--- config.mk ---
export PLATFORM = sky130hd
export DESIGN_NAME = onehot_dec_seq
export DESIGN_NICKNAME = d
export VERILOG_FILES = /design/src/rtl/onehot_dec_seq.sv
export SDC_FILE = /design/constraint.sdc
export NUM_CORES = 1
export LEC_CHECK = 0
export ABC_AREA = 1
export BUFFER_PORTS_ARGS = -buffer_cell sky130_fd_sc_hd__buf_2
export CORE_UTILIZATION = 47
export CTS_CLUSTER_DIAMETER = 200
export DETAILED_ROUTE_END_ITERATION = 16
export PLACE_DENSITY = 0.75
export SKIP_LAST_GASP = 1
export SLEW_MARGIN = 20
export SYNTH_ARGS = -nofsm -noshare
export SYNTH_HDL_FRONTEND = slang
export SYNTH_SLANG_ARGS = --single-unit
--- constraint.sdc ---
create_clock -name clk -period 1.5 [get_ports clk]
set_input_delay 0.3 -clock clk [delete_from_list [all_inputs] [get_ports clk]]
set_output_delay 0.3 -clock clk [all_outputs]
set_load 0.03 [all_outputs]
--- src/rtl/onehot_dec_seq.sv ---
// Registered one-hot position tracker: load, clear and shift a single set bit,
// with either wrap-around or saturation at the ends plus one-cycle event pulses.
module onehot_dec_seq #(
    parameter int SEL_W = 3,
    parameter int WRAP  = 1,
    localparam int OUT_W = 2**SEL_W
) (
    input  logic             clk,
    input  logic             rst,
    input  logic             en,
    input  logic [1:0]       mode,
    input  logic [SEL_W-1:0] sel,
    output logic [OUT_W-1:0] out,
    output logic [SEL_W-1:0] pos,
    output logic             active,
    output logic             wrap,
    output logic             sat
);

    // Command semantics: en is a single-cycle strobe with no back-pressure;
    // every edge with en=1 executes mode, and the result is visible one edge later.
    localparam logic [1:0] MODE_CLEAR = 2'b00;
    localparam logic [1:0] MODE_LOAD  = 2'b01;
    localparam logic [1:0] MODE_UP    = 2'b10;
    localparam logic [1:0] MODE_DOWN  = 2'b11;

    localparam logic [SEL_W-1:0] POS_MAX = {SEL_W{1'b1}};

    logic [SEL_W-1:0] pos_d;
    logic             active_d;
    logic             wrap_d;
    logic             sat_d;
    logic [OUT_W-1:0] out_d;

    always_comb begin
        pos_d    = pos;
        active_d = active;
        wrap_d   = 1'b0;
        sat_d    = 1'b0;
        if (en) begin
            case (mode)
                MODE_CLEAR: begin
                    pos_d    = '0;
                    active_d = 1'b0;
                end
                MODE_LOAD: begin
                    pos_d    = sel;
                    active_d = 1'b1;
                end
                MODE_UP: begin
                    if (active) begin
                        if (pos == POS_MAX) begin
                            if (WRAP != 0) begin
                                pos_d  = '0;
                                wrap_d = 1'b1;
                            end else begin
                                sat_d = 1'b1;
                            end
                        end else begin
                            pos_d = pos + 1'b1;
                        end
                    end
                end
                MODE_DOWN: begin
                    if (active) begin
                        if (pos == '0) begin
                            if (WRAP != 0) begin
                                pos_d  = POS_MAX;
                                wrap_d = 1'b1;
                            end else begin
                                sat_d = 1'b1;
                            end
                        end else begin
                            pos_d = pos - 1'b1;
                        end
                    end
                end
                default: ;
            endcase
        end
        // Decoding from the next pos keeps out consistent with pos/active by construction.
        out_d = '0;
        if (active_d) begin
            out_d[pos_d] = 1'b1;
        end
    end

    always_ff @(posedge clk) begin
        if (rst) begin
            out    <= '0;
            pos    <= '0;
            active <= 1'b0;
            wrap   <= 1'b0;
            sat    <= 1'b0;
        end else begin
            out    <= out_d;
            pos    <= pos_d;
            active <= active_d;
            wrap   <= wrap_d;
            sat    <= sat_d;
        end
    end

endmodule

# Word-level counts from Yosys, hierarchy flattened
# Index checks and enable logic that the tools add are counted.
dict set report totals {
  ff_bits 13
  latchBits 0
  ram_bits 0
  rom_bits 0
  in_bits 8
  mem_count 0
}
dict set report op_classes {
  addsub 2
  multipliers 0
  n_div 0
  order_cmp 2
  n_eq_ne 4
  shift 0
  n_mux 15
  bitwise_logic 2
  reduce_logical 5
}
# cell count
set ops {}
lappend ops {{$mux 3} 5}
lappend ops {{$pmux 3 s4} 1}
lappend ops {{$mux 1} 6}
lappend ops {{$eq 2x2->1 const B} 2}
lappend ops {{$lt 3x4->1 const B} 1}
lappend ops {{$pmux 1 s2} 2}
lappend ops {{$reduce_or 2->1} 2}
lappend ops {{$add 3x1->3 const B} 1}
lappend ops {{$demux 1 s3} 1}
lappend ops {{$eq 3x3->1 const B} 1}
lappend ops {{$ge 3x1->1 const B} 1}
lappend ops {{$logic_not 3->1} 1}
lappend ops {{$sub 3x1->3 const B} 1}
lappend ops {{$eq 2x1->1 const B} 1}
lappend ops {{$logic_not 2->1} 1}
lappend ops {{$not 1->1} 2}
lappend ops {{$logic_and 1x1->1} 1}

# Depth between registers and ports, before layout
dict set report logic_depth {
  ltp_word 9
  mapped_depth 11
  depth_no_buf 11
}

# Worst setup path after synthesis
# Ideal clock, no wire load.
dict set report synth_path {
  kind {reg2reg}
  from {register pos[0]}
  to {register out[3]}
  setup_ns 0.113
  arrival_ns 1.451
  t_required_ns 1.387
  path_slack_ns -0.064
  path_stages_with_launch 11
  period_less_slack_ns 1.564
  cell_sequence {dfxtp_1 > inv_1 > ha_1 > nand2_1 > nand2_1 > nand2_1 > nand3_2 > nand2_2 > nand2_1 > nand2_1 > nor2_1}
}
dict set report synth_between {
  elab_chain_len 9
}
# element line_no
set synth_rtl {}
lappend synth_rtl {{from (decl)} 14} ;# output logic [SEL_W-1:0] pos,
lappend synth_rtl {{from (signal assigned)} 97} ;# pos <= pos_d;
lappend synth_rtl {{$sub 3x1->3 (tied with other cells)} 74} ;# pos_d = pos - 1'b1;
lappend synth_rtl {{$mux 3, on equally long branches} {66, 52}}
lappend synth_rtl {{$mux 3, on equally long branches} {65, 51}}
lappend synth_rtl {{$pmux 3 s4} 41} ;# case (mode)
lappend synth_rtl {{$mux 3 (*)} 40} ;# if (en) begin
lappend synth_rtl {{$lt 3x4->1 (implied by the code) / $ge 3x1->1 (equally long branches)} 84} ;# out_d[pos_d] = 1'b1;
lappend synth_rtl {{$logic_and 1x1->1 (implied by the code)} 84}
lappend synth_rtl {{$mux 1 (implied by the code)} 84}
lappend synth_rtl {{$demux 1 s3 (*)} 84}
lappend synth_rtl {{to (signal assigned)} 96} ;# out <= out_d;
lappend synth_rtl {{to (decl)} 13} ;# output logic [OUT_W-1:0] out,
# Every way passes the cells marked *; elsewhere a longest branch is shown, timed or not.
# A chain may end at the register's enable or synchronous reset.

# Final worst setup path
dict set report layout_path {
  from {register pos[0]}
  to {register out[2]}
}
# The elaborated chain is that of the path after synthesis.

==> impl_results.md <==
* CP Data Required Time at 1.67 ns
* FF+latch count, synth at 13
* First-pass GRT wire length at around 2 mm
* Grt ovf at 0
* Synth async-reset ratio at 0%
* Num CTS Buffers at 3
* Die Y at 39.71 um
* Initial antenna violation count at 0
* Max Clock Skew at between 0.004 and 0.005 ns
* Synthesized area at 668.1 sq um
* Pleak at around 0.00046 uW
* Initial Util at 50.71%
* TritonCTS clock tree: built
* Avg Cell Area, Syn at between 6 and 7 sq um
* Leading area contributor after synthesis: dfxtp_1
* Cells after DPL at 129
* Crit path time final at approximately 1.4 ns
* Number of DRC markers in iteration 0 at 18
* Core Box Area at approximately 0.0013 sq mm
* Hold_ws at between 0.2 and 0.3 ns
* WL final at 1.356 mm
* Crit path kind: flop to flop
* Final GP Congestion at between 0.8 and 0.9
* Post-DP HPWL at 1.037 mm
* Critical Path AT at 1.61 ns
* Via count of the first global-routing pass at approximately 520
* Worst setup SP type: flop
* Worst Hold Class: primary input to flop
* Via density at roughly 4.9
* Chip Width at roughly 40 um
* Synth area leaders: dfxtp_1, nand2_1, nor2_1
* Clk root buf: clkbuf_4
* Pwr dens at 856.5 mW/mm^2
* Io pins at 22
* Post-synthesis sequential area ratio at about two fifths
* # setup viols final at 0
* Dominant synthesized flop cell: dfxtp_1
* Syn Nets at between 100 and 150
* Non-filler cells, final at between 100 and 150
* Cts hold-fix bufs at 0
* ANT nets after route at 0
* Final net count at between 100 and 150
* Clk_lat worst skew at roughly 0.28 ns
* Post-synthesis cell count at 96
* DRC violations left at 0
* Synth top cells by count: nand2_1, nor2_1, dfxtp_1, inv_1, nand3_1
* Final Slew Violations at 0
* Ant diodes at 0
* Final Hold Fails at 0
* Outcome: complete, no violations
* Crit path capture type: flop
* Gr usage total at between 10% and 20%
* Die ar. at between 0.0015 and 0.002 sq mm
* Layout area overhead at 26.97%
* Port-buffer cells at 20
* Layout cells sized above 1 at 34.45%
* Largest net degree at the start of global routing at 9
* Most numerous cell in the Yosys netlist: nand2_1
* Max IR drop VDD at between 0.5 and 0.6 mV
* TritonRoute pass-1 iters at 4
* Via count at about 650
* Post-synth EDFFs at 0
* Distinct cells, synth at 16
* Clk slew on worst S/H paths at 0.07 ns
* CTS H-tree lvls at 1
* FMAX at roughly 0.70 GHz
* Clk buf depth at 2
* Yosys warning count at 0
* RSZ-0062 raised after global routing: yes
* Yosys top cell area share at about two fifths
* Crit path max fanout at 5
* Sinks on Clock Net at 13
* Crit share post-route at about 96%
* Row count at 13
* Fillcell total at between 100 and 150
* Max-cap violations at 0
* Avg WL per Cell at 10.12 um
-- stage by stage --
stage	setup TNS [ns]	area, sq um	utilization (%)	total power, uW	setup slack, ns
3_5_place_dp	0	774.5	58.78	518.9	0.08284
4_1_cts	0	800.8	60.78	722.6	0.06561
2_1_floorplan	0	670.6	-	480.5	0.08128
6_report	0	848.3	64.39	726.6	0.06258
3_3_place_gp	0	774.5	58.78	515.1	0.1267
5_1_grt	-0.1654	848.3	64.39	769.1	-0.06570
-- power by group --
part | switching, uW | internal, uW | total [uW]
registers | 11.4 | 354 | 366
clock network | 105 | 103 | 208
logic | 104 | 48.9 | 153
total | 220 | 506 | 727
-- worst paths after layout --
check	start	endpoint	slack, ns	cells past startpoint
min reg2reg	active	wrap	0.62	2
min	rst	pos[0]	0.28	2
max reg2reg	pos[0]	out[2]	0.06	11
max	pos[0]	out[2]	0.06	11
-- per-layer routing --
layer / global-route usage, % / routed length [um]
met5: 0 / 0
met4: 0 / 0
met3: 10.23 / 90
met2: 30.33 / 696
met1: 23.47 / 569
-- layout make-up --
cell class              instances  area [sq um]  area share, %
inverters                      14         52.55          6.195
multi-input cells              67         375.4          44.25
well taps                      15         18.77          2.212
repair buffers                 21         107.6          12.68
clock buffers                   4         26.28          3.097
flip-flops and latches         13         267.8          31.56
-- sequential cells by signal, summed over array words and instances (netlist names) --
| register | cells |
|---|---|
| out | 8 |
| pos | 3 |
| active | 1 |
| wrap | 1 |
-- cells in the final DEF (no fill, tap or decap) --
master | netlist | final
buf_4 | 2 | 1
buf_2 | 0 | 20
inv_2 | 2 | 3
nor4_1 | 1 | 1
ha_1 | 4 | 2
o21ai_0 | 3 | 3
clkbuf_4 | 0 | 3
dfxtp_1 | 13 | 11
clkbuf_1 | 0 | 1
a21oi_1 | 1 | 1
inv_1 | 12 | 11
nand2_1 | 26 | 24
nand2_2 | 2 | 4
nand3_2 | 2 | 3
o21ai_2 | 1 | 1
nor2_4 | 2 | 2
nand3_1 | 7 | 6
ha_4 | 0 | 2
dfxtp_4 | 0 | 2
nor2_1 | 17 | 17
conb_1 | 1 | 1
-- worst max-delay path, stage by stage (launching register included) --
cell and delay, ns:
dfxtp_4 0.38, inv_1 0.08, ha_1 0.31, inv_1 0.04, nand2_1 0.05, nand2_1 0.05
nand2_1 0.06, nand3_2 0.07, nand2_2 0.11, nand2_2 0.06, nand2_1 0.08, nor2_1 0.04
-- timing repair --
action | in CTS | in global routing
hold endpoints to repair | 0 | 0
setup endpoints to repair | 0 | 8
setup buffers | 0 | 1
resized for setup | 0 | 9
-- kinds of logic (layout without fill, tap and decap cells) --
family                     after synthesis  after routing  synth area share (%)
and+or+nand+nor                         57             57                 38.58
buffers and inverters                   16             39                 10.11
adders and majority gates                4              4                 7.491
AOI/OAI and AO/OA                        5              5                 4.306
other                                    1              1                0.5613
DFF                                     13             13                 38.95
Power figures use the tool's default switching activity.
